$ cat src/rtl/icache_axi_refill.sv
// AXI4 read-channel refill engine: one cached 8-beat line fill or one uncached word per request.
// Optional ICACHE_REFILL_ERR_EN adds refill_err_o, which flags a non-OKAY rresp seen in the burst.
module icache_axi_refill #(
   parameter int              ID_W  = 4,
   parameter logic [ID_W-1:0] AR_ID = '0
) (
   input  logic            clk,
   input  logic            rst_n,
   input  logic            axi_req_i,
   input  logic [31:0]     addr_i,
   input  logic            uc_req_i,
   input  logic [31:0]     uc_addr_i,
   output logic            rend_o,
   output logic [255:0]    cacheline_rdata_o,
   output logic            busy_o,
   output logic [ID_W-1:0] arid,
   output logic [31:0]     araddr,
   output logic [7:0]      arlen,
   output logic [2:0]      arsize,
   output logic [1:0]      arburst,
   output logic            arvalid,
   input  logic            arready,
   input  logic [ID_W-1:0] rid,
   input  logic [31:0]     rdata,
   input  logic [1:0]      rresp,
   input  logic            rlast,
   input  logic            rvalid,
   output logic            rready
`ifdef ICACHE_REFILL_ERR_EN
   ,
   output logic            refill_err_o
`endif
);

   localparam logic [1:0] IDLE = 2'd0;
   localparam logic [1:0] AR   = 2'd1;
   localparam logic [1:0] R    = 2'd2;
   localparam logic [1:0] DONE = 2'd3;

   logic [1:0] state;
   logic       is_uc;
   logic [2:0] cnt;
   logic       err_flag;

   always_ff @(posedge clk or negedge rst_n) begin
      if (!rst_n) begin
         state             <= IDLE;
         is_uc             <= 1'b0;
         cnt               <= 3'd0;
         err_flag          <= 1'b0;
         araddr            <= 32'd0;
         arlen             <= 8'd0;
         arsize            <= 3'd0;
         arburst           <= 2'd0;
         cacheline_rdata_o <= 256'd0;
      end else begin
         case (state)
            IDLE: if (uc_req_i | axi_req_i) begin
               state    <= AR;
               cnt      <= 3'd0;
               err_flag <= 1'b0;
               arsize   <= 3'b010;
               arburst  <= 2'b01;
               // Uncached wins a tie; the stage re-presents the cached miss later.
               if (uc_req_i) begin
                  is_uc  <= 1'b1;
                  araddr <= uc_addr_i;
                  arlen  <= 8'd0;
               end else begin
                  is_uc  <= 1'b0;
                  araddr <= {addr_i[31:5], 5'b0};
                  arlen  <= 8'd7;
               end
            end
            AR: if (arready) state <= R;
            R: if (rvalid) begin
               cnt <= cnt + 3'd1;
               // Replicating uncached data lets any consumer word-select see it.
               if (is_uc) cacheline_rdata_o <= {8{rdata}};
               else       cacheline_rdata_o[{cnt, 5'b0} +: 32] <= rdata;
               if (rresp != 2'b00) err_flag <= 1'b1;
               if (rlast) state <= DONE;
            end
            default: state <= IDLE;
         endcase
      end
   end

   assign arid    = AR_ID;
   assign arvalid = (state == AR);
   assign rready  = (state == R);
   assign busy_o  = (state != IDLE);
   assign rend_o  = (state == DONE);

`ifdef ICACHE_REFILL_ERR_EN
   assign refill_err_o = (state == DONE) & err_flag;
`endif

   logic unused_ok;
   assign unused_ok = ^{rid, addr_i[4:0], err_flag, rresp};

endmodule

$ cat config.mk
export PLATFORM = sky130hd
export DESIGN_NAME = icache_axi_refill
export DESIGN_NICKNAME = d
export VERILOG_FILES = /design/src/rtl/icache_axi_refill.sv
export SDC_FILE = /design/constraint.sdc
export NUM_CORES = 1
export LEC_CHECK = 0
export BUFFER_PORTS_ARGS = -buffer_cell sky130_fd_sc_hd__buf_2
export CAP_MARGIN = 20
export CORE_MARGIN = 4
export CORE_UTILIZATION = 50
export CTS_CLUSTER_DIAMETER = 30
export DETAILED_ROUTE_END_ITERATION = 8
export PLACE_DENSITY_LB_ADDON = 0.25
export SLEW_MARGIN = 20
export SYNTH_ARGS = -nofsm -noshare
export SYNTH_HDL_FRONTEND = slang
export SYNTH_SLANG_ARGS = --single-unit
$ cat constraint.sdc
create_clock -name clk -period 3.25 [get_ports clk]
set_input_delay 0.325 -clock clk [delete_from_list [all_inputs] [get_ports clk]]
set_output_delay 0.325 -clock clk [all_outputs]
set_load 0.03 [all_outputs]
## Word level (Yosys, flattened, before mapping)

Cells that the tools add are included.

- Register bits: 303
- Latch bits: 0
- Bits in writable memories: 0
- Bits in read-only memories: 0
- Bits of input ports: 109
- Output and inout bits: 309
- Word-level logic and storage cells: 39
- Memories kept: 0

- Add/subtract/negate cells: 2
- $mul: 0
- Div/mod/pow operators: 0
- Order comparisons: 0
- Eq/ne operators: 7
- Shifts and indexed selects: 2
- Mux-type cells: 13
- Bitwise gates (word level): 1
- Reduce and logical (&&, ||, !) cells: 7

Operators with widths:

| operator | number |
|---|---|
| $bwmux 256 | 1 |
| $mux 256 | 1 |
| $shift 32x10->256 const A | 1 |
| $shiftx 32x10->256 | 1 |
| $mux 32 | 1 |
| $neg 8->10 | 1 |
| $mux 3 | 3 |
| $mux 2 | 4 |
| $ne 2x2->1 const B | 3 |
| $pmux 2 s3 | 1 |
| $pmux 3 s2 | 1 |
| $eq 2x2->1 const B | 2 |
| $reduce_and 2->1 | 2 |
| $reduce_and 4->1 | 1 |
| $reduce_bool 2->1 | 2 |
| $add 3x1->3 const B | 1 |
| $reduce_and 3->1 | 1 |
| $eq 2x1->1 const B | 1 |
| $logic_not 2->1 | 1 |
| $ne 2x1->1 const B | 1 |
| $mux 1 | 1 |
| $or 1x1->1 | 1 |

## Longest topological paths before layout

- Depth after elaboration: 4
- Depth in mapped cells: 7
- Gate-level depth less buffers: 6

## Worst setup path before layout

OpenSTA, ideal clock, no wires.

- Kind: reg-to-reg
- Start point: reg cnt[0]
- End point: reg cacheline_rdata_o[36]
- Library setup time: 0.125 ns
- Arrival: 2.161 ns
- Data required time: 3.125 ns
- Slack: 0.964 ns
- Stages on the path, launching flop included: 8
- Buffers on the path: 1
- Clock period less this slack: 2.286 ns
- Cells stage by stage: dfrtp_1 inv_1 ha_1 ha_1 and4b_1 o21ai_1 buf_4 mux2_2

- Cells in the longest elaborated chain, start to end: 4
- Elaborated cells on any way between the ends: 5
- Classes of those cells: add/sub: 1; shift: 2; mux: 2

Ends and longest elaborated chain:

| item | line | text |
|---|---|---|
| start, declared | 42 | `logic [2:0] cnt;` |
| start signal, assigned | 77 | `cnt <= cnt + 3'd1;` |
| $neg 8->10 (*) | 80 | `else cacheline_rdata_o[{cnt, 5'b0} +: 32] <= rdata;` |
| $shiftx 32x10->256 / $shift 32x10->256 (equally long branches) | 80 |  |
| $bwmux 256 (*) | 80 |  |
| $mux 256 (*) | 79 | `if (is_uc) cacheline_rdata_o <= {8{rdata}};` |
| end signal, assigned | 79 |  |
| end signal, assigned by index | 80 |  |
| end, declared | 14 | `output logic [255:0] cacheline_rdata_o,` |

Mark *: on every way between the ends. The rest lies on a longest branch, timed or not.
A chain may end at the register's enable or synchronous reset.

## Worst setup path after layout

- Start point: reg cnt[0]
- End point: reg cacheline_rdata_o[238]

Same word-level chain as after synthesis.

==> impl_results.md <==
- Drt total wl: 30,600 um
- Cell taking the most area after synthesis: dfrtp_1
- Row Count: 56
- Clock skew: 0.0210 ns
- Reg2Reg Depth: 7
- Worst Max-Slew Pin Slew: 0.854 ns
- Max-slew violation count: 0
- CP required: 3.67 ns
- Hold path start: uc_addr_i[2]
- # IOs: 418
- CTS sink count: 296
- CP top delay family: adder cells
- Drt drc: 0
- DP HPWL: 21,000 um
- Crit start category: flop
- Initial antenna violation count: 0
- Synth-to-Final Area Change: 34.9%
- Drt pass-1 iters: 4
- Top cells by count, synth: dfrtp_1, mux2_2, mux2_1, nand2_1
- Die area: 26,300 sq um
- Via count: 7,808
- DR WL/cell: 19.7 um
- Worst path buffer plus inverter count: 2
- Netlist Area Pre-Place: 11,900 sq um
- Nets: 1,305
- Final TNS setup: 0 ns
- Placed Cells: 1,450
- Final setup viols: 0
- Gpl congestion: 0.765
- First-pass GRT wire length: 48,000 um
- Synth warnings: 0
- CP Class: flop to flop
- Place WS: 0.360 ns
- Setup crit start: cnt[0]$_DFFE_PN0P_
- Gr usage total: 0.231
- Headroom to the max-slew limit: 0.430
- Highest Clock Rate: 346 MHz
- H-tree levels: 2
- Run status: completed
- Worst hold slack: 0.0287 ns
- Synth Instances: 760
- Endpoints failing hold: 0
- Most used cell, CP: ha_1
- Chip width: 162 um
- Total setup buffers inserted after CTS: 0
- Commonest register cell after synthesis: dfrtp_1
- Post-DRT Antenna Nets: 0
- 1st-iter DRT viols: 325
- Final core occ: 0.685
- Yosys cell types: 37
- TritonCTS clock tree: yes
- Max Buffers Root-to-Sink: 3
- FF-to-FF Start: cnt[0]$_DFFE_PN0P_
- WP data arrival: 3.31 ns
- Largest net degree at the start of global routing: 111
- Top-count cell post-synth: dfrtp_1
- Sequential share of the synthesized area: 0.624
- PwrDens: 1340 nW/um^2
- Max VDD drop: 731 uV
- Worst setup margin: 0.360 ns
- RSZ-0062 raised after global routing: false
- Fin cells: 1,551
- Critical-path maximum fanout: 17
- Slowest-stage cell, CP: o21ai_4
- CP Cell Sequence: inv_1 -> ha_1 -> ha_1 -> nor4b_1 -> o21ai_4 -> buf_12 -> mux2_2
- Hold Path Class: input port to flop
- N_diodes: 0
- Period utilisation layout: 0.889
- Die Height: 162 um
- Syn_area_per_cell: 15.6 sq um
- EDFF count, synth: 0
- Later-pin clock latency in the skew report: 0.54 ns
- Initial Util: 0.508
- Register bit count reported by yosys: 296
- CP peak stage delay: 0.65 ns
- Layout cells sized above 1: 0.575
- Clock-pin slew on the worst setup and hold paths: 0.05 ns
- CTS Buf Count: 54
- Fraction of registers with async set/reset: 1.00
- Most area-consuming cells after synthesis: dfrtp_1, mux2_2, mux2_1
- DR vias/cell: 5.03
- Leakage power total: 0.00800 uW
- Hold depth: 3
- Clk root buf: clkbuf_16
- Crit. End Element: flop
- Post-synth top area share: 0.624
- Core area: 23,400 sq um
- Grt ovf: 0
- IO buf count: 394
- Crit path time final: 2.89 ns
- WHS Endpoint: araddr[2]$_DFFE_PN0P_
- Vias in the first global route: 8,487
- Total of max-cap violations: 0
- FF-to-FF End: cacheline_rdata_o[238]$_DFFE_PN0P_
- Worst reg-to-reg setup slack: 0.36 ns
[sequential cells by signal (all words and copies together), names as in the netlist]
name / count
arburst: 1
is_uc: 1
araddr: 32
arlen: 1
cnt: 3
cacheline_rdata_o: 256
state: 2
[power breakdown]
group | switching [uW] | leakage (uW) | internal, uW
clock | 1850 | 0.000872 | 3640
combinational | 6220 | 0.00357 | 3220
sequential | 974 | 0.00356 | 5560
[worst max path at each step]
stage,end,slack [ns],depth (start not counted)
3_5_place_dp,cacheline_rdata_o[238]$_DFFE_PN0P_,0.36,7
6_report,cacheline_rdata_o[238]$_DFFE_PN0P_,0.36,7
3_3_place_gp,cacheline_rdata_o[227]$_DFFE_PN0P_,0.49,7
2_1_floorplan,cacheline_rdata_o[36]$_DFFE_PN0P_,0.96,7
4_1_cts,cacheline_rdata_o[238]$_DFFE_PN0P_,0.35,7
5_1_grt,cacheline_rdata_o[224]$_DFFE_PN0P_,0.22,7
[cell usage in the layout, fill, tap and decap left out, types with 7 or more instances in the layout]
master	n
ha_1	8
mux2_2	158
inv_1	8
dfrtp_1	296
mux2_4	30
nand2_1	43
bufinv_16	7
o21ai_0	30
clkbuf_1	9
clkinv_2	11
mux2_1	69
buf_4	12
buf_12	7
clkinvlp_4	8
mux2i_1	27
clkbuf_16	54
buf_2	393
conb_1	12
[layout make-up]
cell class / instances / area, sq um
clock inverters: 36 / 420
inverters: 8 / 30.0
repair buffers: 414 / 2220
multi-input cells: 414 / 4150
clock buffers: 64 / 1400
well taps: 319 / 399
fillers: 1734 / 7380
flip-flops and latches: 296 / 7410
[routing by layer]
layer  global-route usage  part of all wire  wire length (um)
met1                0.289              0.40             12400
met2                0.391              0.49             15100
met3               0.0650             0.079              2420
met4               0.0738             0.024               742
met5                    0                 0                 0
[kinds of logic after synthesis]
kind of cell	Yosys count	share of synthesized area
multiplexers	284	0.276
adder cells (fa/ha/maj)	8	0.00843
AO/OA/AOI/OAI	47	0.0298
buffers and inverters	61	0.0350
other	1	0.000316
AND/OR/NAND/NOR	63	0.0270
flip-flops	296	0.624
[worst reg2reg max path: cells and delay by family, from the launching register on]
| kind | cells | cell delay, ns |
|---|---|---|
| fa+ha+maj | 2 | 0.72 |
| compound gates | 1 | 0.65 |
| flops | 1 | 0.50 |
| buf+inv | 2 | 0.40 |
| mux | 1 | 0.36 |
| simple gates | 1 | 0.13 |
[per-stage QoR]
step | total power (uW) | cell area (sq um)
3_3_place_gp | 15800 | 14200
4_1_cts | 21700 | 16000
3_5_place_dp | 16100 | 14200
5_1_grt | 22500 | 16000
2_1_floorplan | 13000 | 11900
6_report | 21500 | 16000
[repair_timing]
action                                 4_1_cts  5_1_grt
resized for setup                            0        0
endpoints found under the hold margin      105        0
hold buffers                                 1        0
Power figures use the tool's default switching activity.
